===== config.mk =====
export PLATFORM = sky130hd
export DESIGN_NAME = layer_serializer
export DESIGN_NICKNAME = d
export VERILOG_FILES = /design/src/rtl/layer_serializer.sv
export SDC_FILE = /design/constraint.sdc
export NUM_CORES = 1
export LEC_CHECK = 0
export ABC_AREA = 1
export CAP_MARGIN = 20
export CORE_ASPECT_RATIO = 1.1
export CORE_MARGIN = 2
export CORE_UTILIZATION = 50
export DETAILED_ROUTE_END_ITERATION = 7
export PLACE_DENSITY = 0.73
export SYNTH_ARGS = -nofsm -noshare
export SYNTH_HDL_FRONTEND = slang
export SYNTH_SLANG_ARGS = --single-unit
export TNS_END_PERCENT = 100

===== constraint.sdc =====
create_clock -name clk -period 18.8 [get_ports clk]
set_input_delay 3.76 -clock clk [delete_from_list [all_inputs] [get_ports clk]]
set_output_delay 3.76 -clock clk [all_outputs]
set_load 0.005 [all_outputs]

===== src/rtl/layer_serializer.sv =====
// layer_serializer: gathers one value per upstream neuron into a holding bank,
// then replays the whole set as a gapless serial stream (neuron 0 first) that
// feeds the neuron_in/neuron_in_valid inputs of the next layer. The holding
// bank and the shift buffer form a double buffer, so collection of set N+1
// overlaps streaming of set N.
module layer_serializer #(
    parameter int numNeurons = 30,
    parameter int dataWidth  = 16,
    parameter int cntWidth   = $clog2(numNeurons + 1)
) (
    input  logic                            clk,
    input  logic                            rst,
    input  logic [numNeurons-1:0]           layer_in_valid,
    input  logic [numNeurons*dataWidth-1:0] layer_in,
    output logic                            data_out_valid,
    output logic [dataWidth-1:0]            data_out,
    output logic                            busy,
    output logic                            overrun
);

    typedef enum logic [0:0] {
        IDLE   = 1'b0,
        STREAM = 1'b1
    } state_t;

    // Control state
    state_t                state_r;
    state_t                state_s;
    logic [cntWidth-1:0]   cnt_r;
    logic [cntWidth-1:0]   cnt_s;
    logic [numNeurons-1:0] flag_r;
    logic [numNeurons-1:0] flag_s;

    // Holding bank (collect side) and shift buffer (stream side)
    logic [dataWidth-1:0]  hold_r [numNeurons];
    logic [dataWidth-1:0]  sbuf_r [numNeurons];

    // Output registers and their next values
    logic [dataWidth-1:0]  data_out_r;
    logic [dataWidth-1:0]  data_out_s;
    logic                  data_out_valid_r;
    logic                  data_out_valid_s;
    logic                  overrun_r;
    logic                  overrun_s;
    logic                  busy_r;
    logic                  busy_s;

    // Decode helpers
    logic                  complete_s;
    logic                  last_s;
    logic                  transfer_s;
    logic [dataWidth-1:0]  sel_s;

    // Transfer decision: the registered flags form a complete set and the
    // stream side is either idle or presenting its final element.
    always_comb begin
        complete_s = &flag_r;
        last_s     = (cnt_r == cntWidth'(numNeurons));
        if (complete_s && ((state_r == IDLE) || ((state_r == STREAM) && last_s))) begin
            transfer_s = 1'b1;
        end else begin
            transfer_s = 1'b0;
        end
    end

    // Shift-buffer read mux; written as a compare chain so the counter width
    // never has to match the array index width.
    always_comb begin
        sel_s = {dataWidth{1'b0}};
        for (int k = 0; k < numNeurons; k++) begin
            sel_s = (cnt_r == cntWidth'(k)) ? sbuf_r[k] : sel_s;
        end
    end

    // Flag and overrun next state: a transfer clears every flag, but a valid
    // landing on that same edge already belongs to the next set.
    always_comb begin
        if (transfer_s) begin
            flag_s    = layer_in_valid;
            overrun_s = overrun_r;
        end else begin
            flag_s    = flag_r | layer_in_valid;
            overrun_s = overrun_r | (|(flag_r & layer_in_valid));
        end
    end

    // Stream FSM next-state and output decode.
    always_comb begin
        state_s          = state_r;
        cnt_s            = cnt_r;
        data_out_s       = data_out_r;
        data_out_valid_s = 1'b0;
        case (state_r)
            IDLE: begin
                if (transfer_s) begin
                    state_s          = STREAM;
                    cnt_s            = cntWidth'(1);
                    data_out_s       = hold_r[0];
                    data_out_valid_s = 1'b1;
                end else begin
                    state_s          = IDLE;
                    cnt_s            = cntWidth'(0);
                    data_out_valid_s = 1'b0;
                end
            end
            STREAM: begin
                if (transfer_s) begin
                    // Next set starts directly behind the last element.
                    state_s          = STREAM;
                    cnt_s            = cntWidth'(1);
                    data_out_s       = hold_r[0];
                    data_out_valid_s = 1'b1;
                end else if (!last_s) begin
                    state_s          = STREAM;
                    cnt_s            = cnt_r + cntWidth'(1);
                    data_out_s       = sel_s;
                    data_out_valid_s = 1'b1;
                end else begin
                    // Set finished and nothing waiting: data_out keeps its value.
                    state_s          = IDLE;
                    cnt_s            = cntWidth'(0);
                    data_out_valid_s = 1'b0;
                end
            end
            default: begin
                state_s          = IDLE;
                cnt_s            = cntWidth'(0);
                data_out_valid_s = 1'b0;
            end
        endcase
        busy_s = (|flag_s) || (state_s == STREAM);
    end

    // Control and output registers with synchronous reset.
    always_ff @(posedge clk) begin
        if (rst) begin
            state_r          <= IDLE;
            cnt_r            <= cntWidth'(0);
            flag_r           <= {numNeurons{1'b0}};
            data_out_r       <= {dataWidth{1'b0}};
            data_out_valid_r <= 1'b0;
            overrun_r        <= 1'b0;
            busy_r           <= 1'b0;
        end else begin
            state_r          <= state_s;
            cnt_r            <= cnt_s;
            flag_r           <= flag_s;
            data_out_r       <= data_out_s;
            data_out_valid_r <= data_out_valid_s;
            overrun_r        <= overrun_s;
            busy_r           <= busy_s;
        end
    end

    // Holding bank capture: each neuron's latest value, last write wins.
    always_ff @(posedge clk) begin
        for (int i = 0; i < numNeurons; i++) begin
            if (rst) begin
                hold_r[i] <= {dataWidth{1'b0}};
            end else if (layer_in_valid[i]) begin
                hold_r[i] <= layer_in[i*dataWidth +: dataWidth];
            end else begin
                hold_r[i] <= hold_r[i];
            end
        end
    end

    // Shift buffer load: snapshot the completed holding bank on transfer.
    always_ff @(posedge clk) begin
        for (int i = 0; i < numNeurons; i++) begin
            if (rst) begin
                sbuf_r[i] <= {dataWidth{1'b0}};
            end else if (transfer_s) begin
                sbuf_r[i] <= hold_r[i];
            end else begin
                sbuf_r[i] <= sbuf_r[i];
            end
        end
    end

    assign data_out       = data_out_r;
    assign data_out_valid = data_out_valid_r;
    assign busy           = busy_r;
    assign overrun        = overrun_r;

endmodule


==> impl_metrics.env, run 1 <==
export IMPL_max_vdd_ir_drop_mv=0.0661
export IMPL_ioPinCount=531
export IMPL_r2r_start="cnt_r[4]"
export IMPL_m1WireLength_mm=46.6
export IMPL_r2r_setup_slack_ns=13.51
export IMPL_ant_nets=0
export IMPL_cts_buffer_depth=3
export IMPL_grt_pass1_vias=31800
export IMPL_ys_seq_area_share_pct=66.5
export IMPL_fin_crit_sh_pct=35.5
export IMPL_critPathSlowestCell="buf_4"
export IMPL_drv_cap=0
export IMPL_cp_startpoint="rst"
export IMPL_critPathTopFamily="buffers and inverters"
export IMPL_cts_clk_slew_worst_paths_ns=0.06
export IMPL_crit_path_frequent_cell="buf_4"
export IMPL_cts_hold_buffers=0
export IMPL_worstSetupEndpointType="register"
export IMPL_rows=115
export IMPL_synthArstFlopShare_pct=0
export IMPL_path_class="input port to register"
export IMPL_grt_pass1_wl_mm=179
export IMPL_cts_sink_count=1014
export IMPL_syn_area_per_cell_um2=9.39
export IMPL_ys_flop_type="edfxtp_1"
export IMPL_fin_crit_ns=6.68
export IMPL_cts_root_buf="clkbuf_16"
export IMPL_drc_errors=0
export IMPL_grt_max_degree=104
export IMPL_design_core_area_um2=89200
export IMPL_ys_types=34
export IMPL_firstDrtPassIters=6
export IMPL_status="finished clean"
export IMPL_path_depth=7
export IMPL_grt_overflow_total=0
export IMPL_max_slew_margin_pct=24.1
export IMPL_route_met2_wl_mm=59.3
export IMPL_post_cts_buffers=0
export IMPL_finalSetupViolations=0
export IMPL_htree_levels=3
export IMPL_drt_iter0_markers=3411
export IMPL_wl_per_cell_um=18.4
export IMPL_critical_path_buf_inv_count=6
export IMPL_path_max_fanout=79
export IMPL_cp_data_arrival_time_ns=6.94
export IMPL_initial_core_util_pct=50.4
export IMPL_clock_skew_ns=0.0298
export IMPL_fin_util_pct=61.4
export IMPL_r2r_end="data_out[15]"
export IMPL_worstSetupStartpointType="input port"
export IMPL_grtUsageTotal_pct=25.6
export IMPL_wl_met3_mm=8.37
export IMPL_synth_area_leaders="edfxtp_1 (64%), inv_1 (10%), nor2_1 (9.8%)"
export IMPL_finalHoldViolations=0
export IMPL_cts_buffers=101
export IMPL_clk_latency_ns=0.67
export IMPL_dieArea_um2=92300
export IMPL_worstPathRequired_ns=19.06
export IMPL_reg2regPathDepth=30
export IMPL_globalplace_congestion=0.890
export IMPL_slew_viol_final=0
export IMPL_routed_wl_mm=120
export IMPL_fillerInstances=7220
export IMPL_power_density_nw_per_um2=91.4
export IMPL_antenna_found_initial=9
export IMPL_netlist_area_leader_share_pct=64.1
export IMPL_synth_edf_count=960
export IMPL_dieWidth_um=290
export IMPL_cts_resized_gates=0
export IMPL_num_vias=32100
export IMPL_static_leakage_power_nw=24.5
export IMPL_viasPerCell=4.91
export IMPL_cp_slowest_stage_delay_ns=0.85
export IMPL_clock_fmax_mhz=150
export IMPL_synthCells=4789
export IMPL_die_h_um=318
export IMPL_routed_top_layer="met5"
export IMPL_hold_path_class="register to register"
export IMPL_cp_endpoint="sbuf_r[0][201]"
export IMPL_port_buffers=530
export IMPL_final_setup_tns_ns=0
export IMPL_drive_gt1_share_pct=4.91
export IMPL_nNetsFinal=5793
export IMPL_yosysTopAreaCell="edfxtp_1"
export IMPL_synth_area_um2=44900
export IMPL_worstMarginPinSlew_ns=1.14
export IMPL_dp_hpwl_mm=86.4
export IMPL_synthToLayoutAreaGrowth_pct=21.8
export IMPL_ys_ff_latch=1014
export IMPL_yosys_warnings=0
export IMPL_rsz0062_at_grt="false"
export IMPL_cp_cell_sequence="buf_4 > inv_2 > buf_4 > nand2_4 > buf_4 > buf_16 > buf_4"
export IMPL_syn_nets=5306
export IMPL_tritoncts="done"
layout by cell type (no fill, tap or decap), types with 5 or more instances in the layout:
cell type and instances:
a21oi_1 152, clkdlybuf4s50_1 529, clkbuf_16 105, buf_4 25
nand4_1 25, nand3_1 64, nor4_1 6, a221oi_1 7
o21ai_0 113, clkinvlp_4 9, inv_1 1204, o21ai_1 10
dfxtp_1 54, ha_1 5, nor2_1 1174, or2_0 9
nand2_1 728, nor2_2 6, bufinv_16 11, inv_2 11
clkbuf_1 19, or2_2 53, clkinv_2 20, or2_1 5
edfxtp_1 960, o21bai_1 6, clkinv_1 18
synthesized netlist by cell type, types with 6 or more instances:
master,n
inv_1,1204
o21ai_0,113
nor3_1,7
nor2_1,1175
buf_2,11
a221oi_1,7
o21ai_1,11
nand3_1,64
dfxtp_1,54
nor4_1,6
inv_2,10
clkbuf_1,157
or2_2,53
edfxtp_1,960
o21bai_1,6
or2_0,9
nand4_1,25
nand2_1,730
a21oi_1,152
flip-flops by register name, summed over array words and instances, names as in the netlist:
signal          cells
busy                1
flag_r             30
cnt_r               5
overrun             1
data_out           16
data_out_valid      1
hold_r            480
sbuf_r            480
stage by stage:
stage	total power [mW]	setup WS, ns	instance area, um^2	hold WS (ns)	std cells
after floorplan	2.83	3.45	44900	0.448	4789
after global placement	3.01	11.11	51300	0.446	6338
after detailed placement	3.01	11.07	51300	0.451	6338
after CTS	5.02	11.78	54600	0.470	6526
after global routing	5.14	11.92	54700	0.504	6531
final	5.00	12.12	54700	0.471	6535
logic make-up after synthesis:
kind of cell / count (synthesis) / share of synthesized area (%)
compound gates: 293 / 3.37
xor+xnor: 1 / 0.0195
fa+ha+maj: 5 / 0.139
buf+inv: 1391 / 11.7
flops: 1014 / 66.5
simple gates: 2085 / 18.3
worst min-delay path by stage:
stage                start           to  slack (ns)  cells past startpoint
2_1_floorplan  data_out[0]  data_out[0]        0.45                      2
3_3_place_gp       overrun      overrun        0.45                      2
3_5_place_dp       overrun      overrun        0.45                      2
4_1_cts            overrun      overrun        0.47                      2
5_1_grt        data_out[1]  data_out[1]        0.50                      2
6_report           overrun      overrun        0.47                      2
final cells by class:
cell class                 count  area (um^2)  area share, %
clock inverter                62          621           1.13
tap                         1170         1460           2.67
clock buffer                 126         2730           4.98
inverter                    1216         4560           8.34
sequential                  1014        29900           54.6
antenna                        4         10.0         0.0183
timing repair buffer         559         5610           10.2
multi-input combinational   2384         9830           18.0
per-layer routing:
| layer | global-route usage (%) | vias up |
|---|---|---|
| met3 | 3.87 | 233 |
| met1 | 31.9 | 15000 |
| met5 | 0 | - |
| met4 | 12.7 | 8 |
| met2 | 43.8 | 1337 |
| li1 | - | 15500 |
worst reg2reg max path, delay by kind of cell (launching register included):
| family | cells | cell delay [ns] |
|---|---|---|
| buf+inv | 2 | 1.27 |
| simple gates | 26 | 3.05 |
| flops | 1 | 0.48 |
| compound gates | 2 | 0.41 |
where the power goes:
part	internal [mW]	switching [mW]
Sequential	2.60	0.0485
Combinational	0.135	0.183
Clock	1.18	0.853
Note: power is estimated with default switching activity, not from simulation.
==> run 2: changes to the inputs <==
--- a/config.mk
+++ b/config.mk
@@ -11,7 +11,7 @@
 export CORE_MARGIN = 2
 export CORE_UTILIZATION = 50
 export DETAILED_ROUTE_END_ITERATION = 7
-export PLACE_DENSITY = 0.73
+export PLACE_DENSITY = 0.75
 export SYNTH_ARGS = -nofsm -noshare
 export SYNTH_HDL_FRONTEND = slang
 export SYNTH_SLANG_ARGS = --single-unit
==> constraint.sdc (replaced) <==
create_clock -name clk -period 5.9 [get_ports clk]
set_input_delay 1.18 -clock clk [delete_from_list [all_inputs] [get_ports clk]]
set_output_delay 1.18 -clock clk [all_outputs]
set_load 0.005 [all_outputs]
==> impl_metrics.env, run 2 (same netlist as run 1, synthesis figures left out) <==
export IMPL_clk_latency_ns=0.69
export IMPL_layout_cells_non_filler=6529
export IMPL_cts_sink_count=1014
export IMPL_grt_max_degree=204
export IMPL_worstPathRequired_ns=6.54
export IMPL_power_density_nw_per_um2=292
export IMPL_antenna_found_initial=9
export IMPL_grt_pass1_vias=32000
export IMPL_p_clk_share_pct=40.9
export IMPL_final_common_cell="inv_1"
export IMPL_path_class="register to register"
export IMPL_grt_pass1_wl_mm=183
export IMPL_fin_ws_ns=1.41
export IMPL_cp_slowest_stage_delay_ns=0.66
export IMPL_dp_hpwl_mm=89.8
export IMPL_seqPwrFrac_pct=52.9
export IMPL_drc_errors=0
export IMPL_static_leakage_power_nw=24.5
export IMPL_finalHoldViolations=0
export IMPL_clock_fmax_mhz=223
export IMPL_layout_common_cells="inv_1 (1204), nor2_1 (1174), edfxtp_1 (960)"
export IMPL_fin_crit_ns=4.49
export IMPL_power_switching_mw=3.51
export IMPL_rows=115
export IMPL_nNetsFinal=5786
export IMPL_p_sw_share_pct=21.9
export IMPL_htree_levels=3
export IMPL_clock_skew_ns=0.0372
export IMPL_synthToLayoutAreaGrowth_pct=21.7
export IMPL_reg_largest_list="hold_r: 480 flops, sbuf_r: 480 flops, flag_r: 30 flops"
export IMPL_fillerInstances=7202
export IMPL_cts_root_buf="clkbuf_16"
export IMPL_max_vdd_ir_drop_mv=0.212
export IMPL_cts_clk_slew_worst_paths_ns=0.07
export IMPL_grtUsageTotal_pct=26.5
export IMPL_final_setup_tns_ns=0
export IMPL_dp_slack_ns=1.54
export IMPL_worstMarginPinSlew_ns=1.12
export IMPL_max_slew_margin_pct=25.6
export IMPL_crit_path_frequent_cell="nand2_1"
export IMPL_fin_crit_sh_pct=76.2
export IMPL_critical_path_buf_inv_count=2
export IMPL_num_vias=32400
export IMPL_worstSetupStartpointType="register"
export IMPL_cts_buffer_depth=3
export IMPL_port_buffers=530
export IMPL_dieArea_um2=92300
export IMPL_wl_per_cell_um=19.0
export IMPL_globalplace_congestion=0.936
export IMPL_fin_util_pct=61.3
export IMPL_cts_resized_gates=0
export IMPL_path_max_fanout=24
export IMPL_placedCellCount=6336
export IMPL_pwr_share_comb_pct=6.2
export IMPL_ant_nets=0
export IMPL_ioPinCount=531
export IMPL_worstSetupEndpointType="register"
export IMPL_cts_buffers=101
export IMPL_hold_path_class="register to register"
export IMPL_rsz0062_at_grt="false"
export IMPL_drt_iter0_markers=3660
export IMPL_internal_power_mw=12.5
export IMPL_initial_core_util_pct=50.4
export IMPL_cts_hold_buffers=0
export IMPL_critPathSlowestCell="nand3_1"
export IMPL_die_h_um=318
export IMPL_viasPerCell=4.97
export IMPL_dieWidth_um=290
export IMPL_tritoncts="done"
export IMPL_hold_ws_ns=0.487
export IMPL_finalSetupViolations=0
export IMPL_cp_data_arrival_time_ns=5.14
export IMPL_drv_cap=0
export IMPL_drive_gt1_share_pct=4.80
export IMPL_slew_viol_final=0
export IMPL_status="finished clean"
export IMPL_critPathTopFamily="simple AND/OR/NAND/NOR gates"
export IMPL_grt_overflow_total=0
export IMPL_design_core_area_um2=89200
export IMPL_routed_wl_mm=124
export IMPL_firstDrtPassIters=7
export IMPL_post_cts_buffers=0
run 2: cell types whose count changed in the layout (fill, tap and decap cells not counted), moves of 2 or more:
cell        previous run  this run
clkinv_8               2         4
buf_16                 4         0
clkbuf_16            105       103
buf_12                 0         5
buf_4                 25        18
clkinvlp_4             9         5
clkbuf_8               2         4
run 2: metrics by stage:
stage	cell area, um^2	total power [mW]
final	54700	16.0
after global routing	54700	16.4
after CTS	54700	16.0
after detailed placement	51300	9.58
after global placement	51300	9.57
after floorplan	45000	8.95
run 2: per-layer routing:
layer / track usage, % / wire [um]
met1: 32.4 / 47000
met3: 4.76 / 9640
met2: 45.8 / 62100
met4: 11.9 / 5480
met5: 0 / 89
run 2: path summary, 6_finish.rpt:
| kind | startpoint | endpoint | slack [ns] | cells after the start |
|---|---|---|---|---|
| setup / recovery | cnt_r[4] | data_out[6] | 1.41 | 33 |
| hold / removal | data_out[11] | data_out[11] | 0.49 | 2 |
| setup reg to reg | cnt_r[4] | data_out[6] | 1.41 | 33 |
| hold reg to reg | data_out[11] | data_out[11] | 0.49 | 2 |
run 2: area by class of cell:
class                   count  area (um^2)  area share [%]
flip-flops and latches   1014        29900            54.7
diodes                      3         7.51          0.0137
multi-input cells        2384         9840            18.0
well taps                1170         1460            2.68
inverters                1216         4560            8.35
clock inverters            63          661            1.21
clock buffers             127         2710            4.95
repair buffers            552         5530            10.1
run 2: power groups by stage:
stage | Combinational (mW) | Clock (mW) | Sequential (mW)
finish | 0.988 | 6.54 | 8.46
global route | 1.08 | 6.86 | 8.49
CTS | 0.992 | 6.60 | 8.46
detailed placement | 0.980 | 0 | 8.60
global placement | 0.967 | 0 | 8.60
floorplan | 0.414 | 0 | 8.54
run 2: tightest hold or removal path, delay by kind of cell (launching register included):
kind / cells / cell delay, ns
flops: 1 / 0.33
simple gates: 2 / 0.12
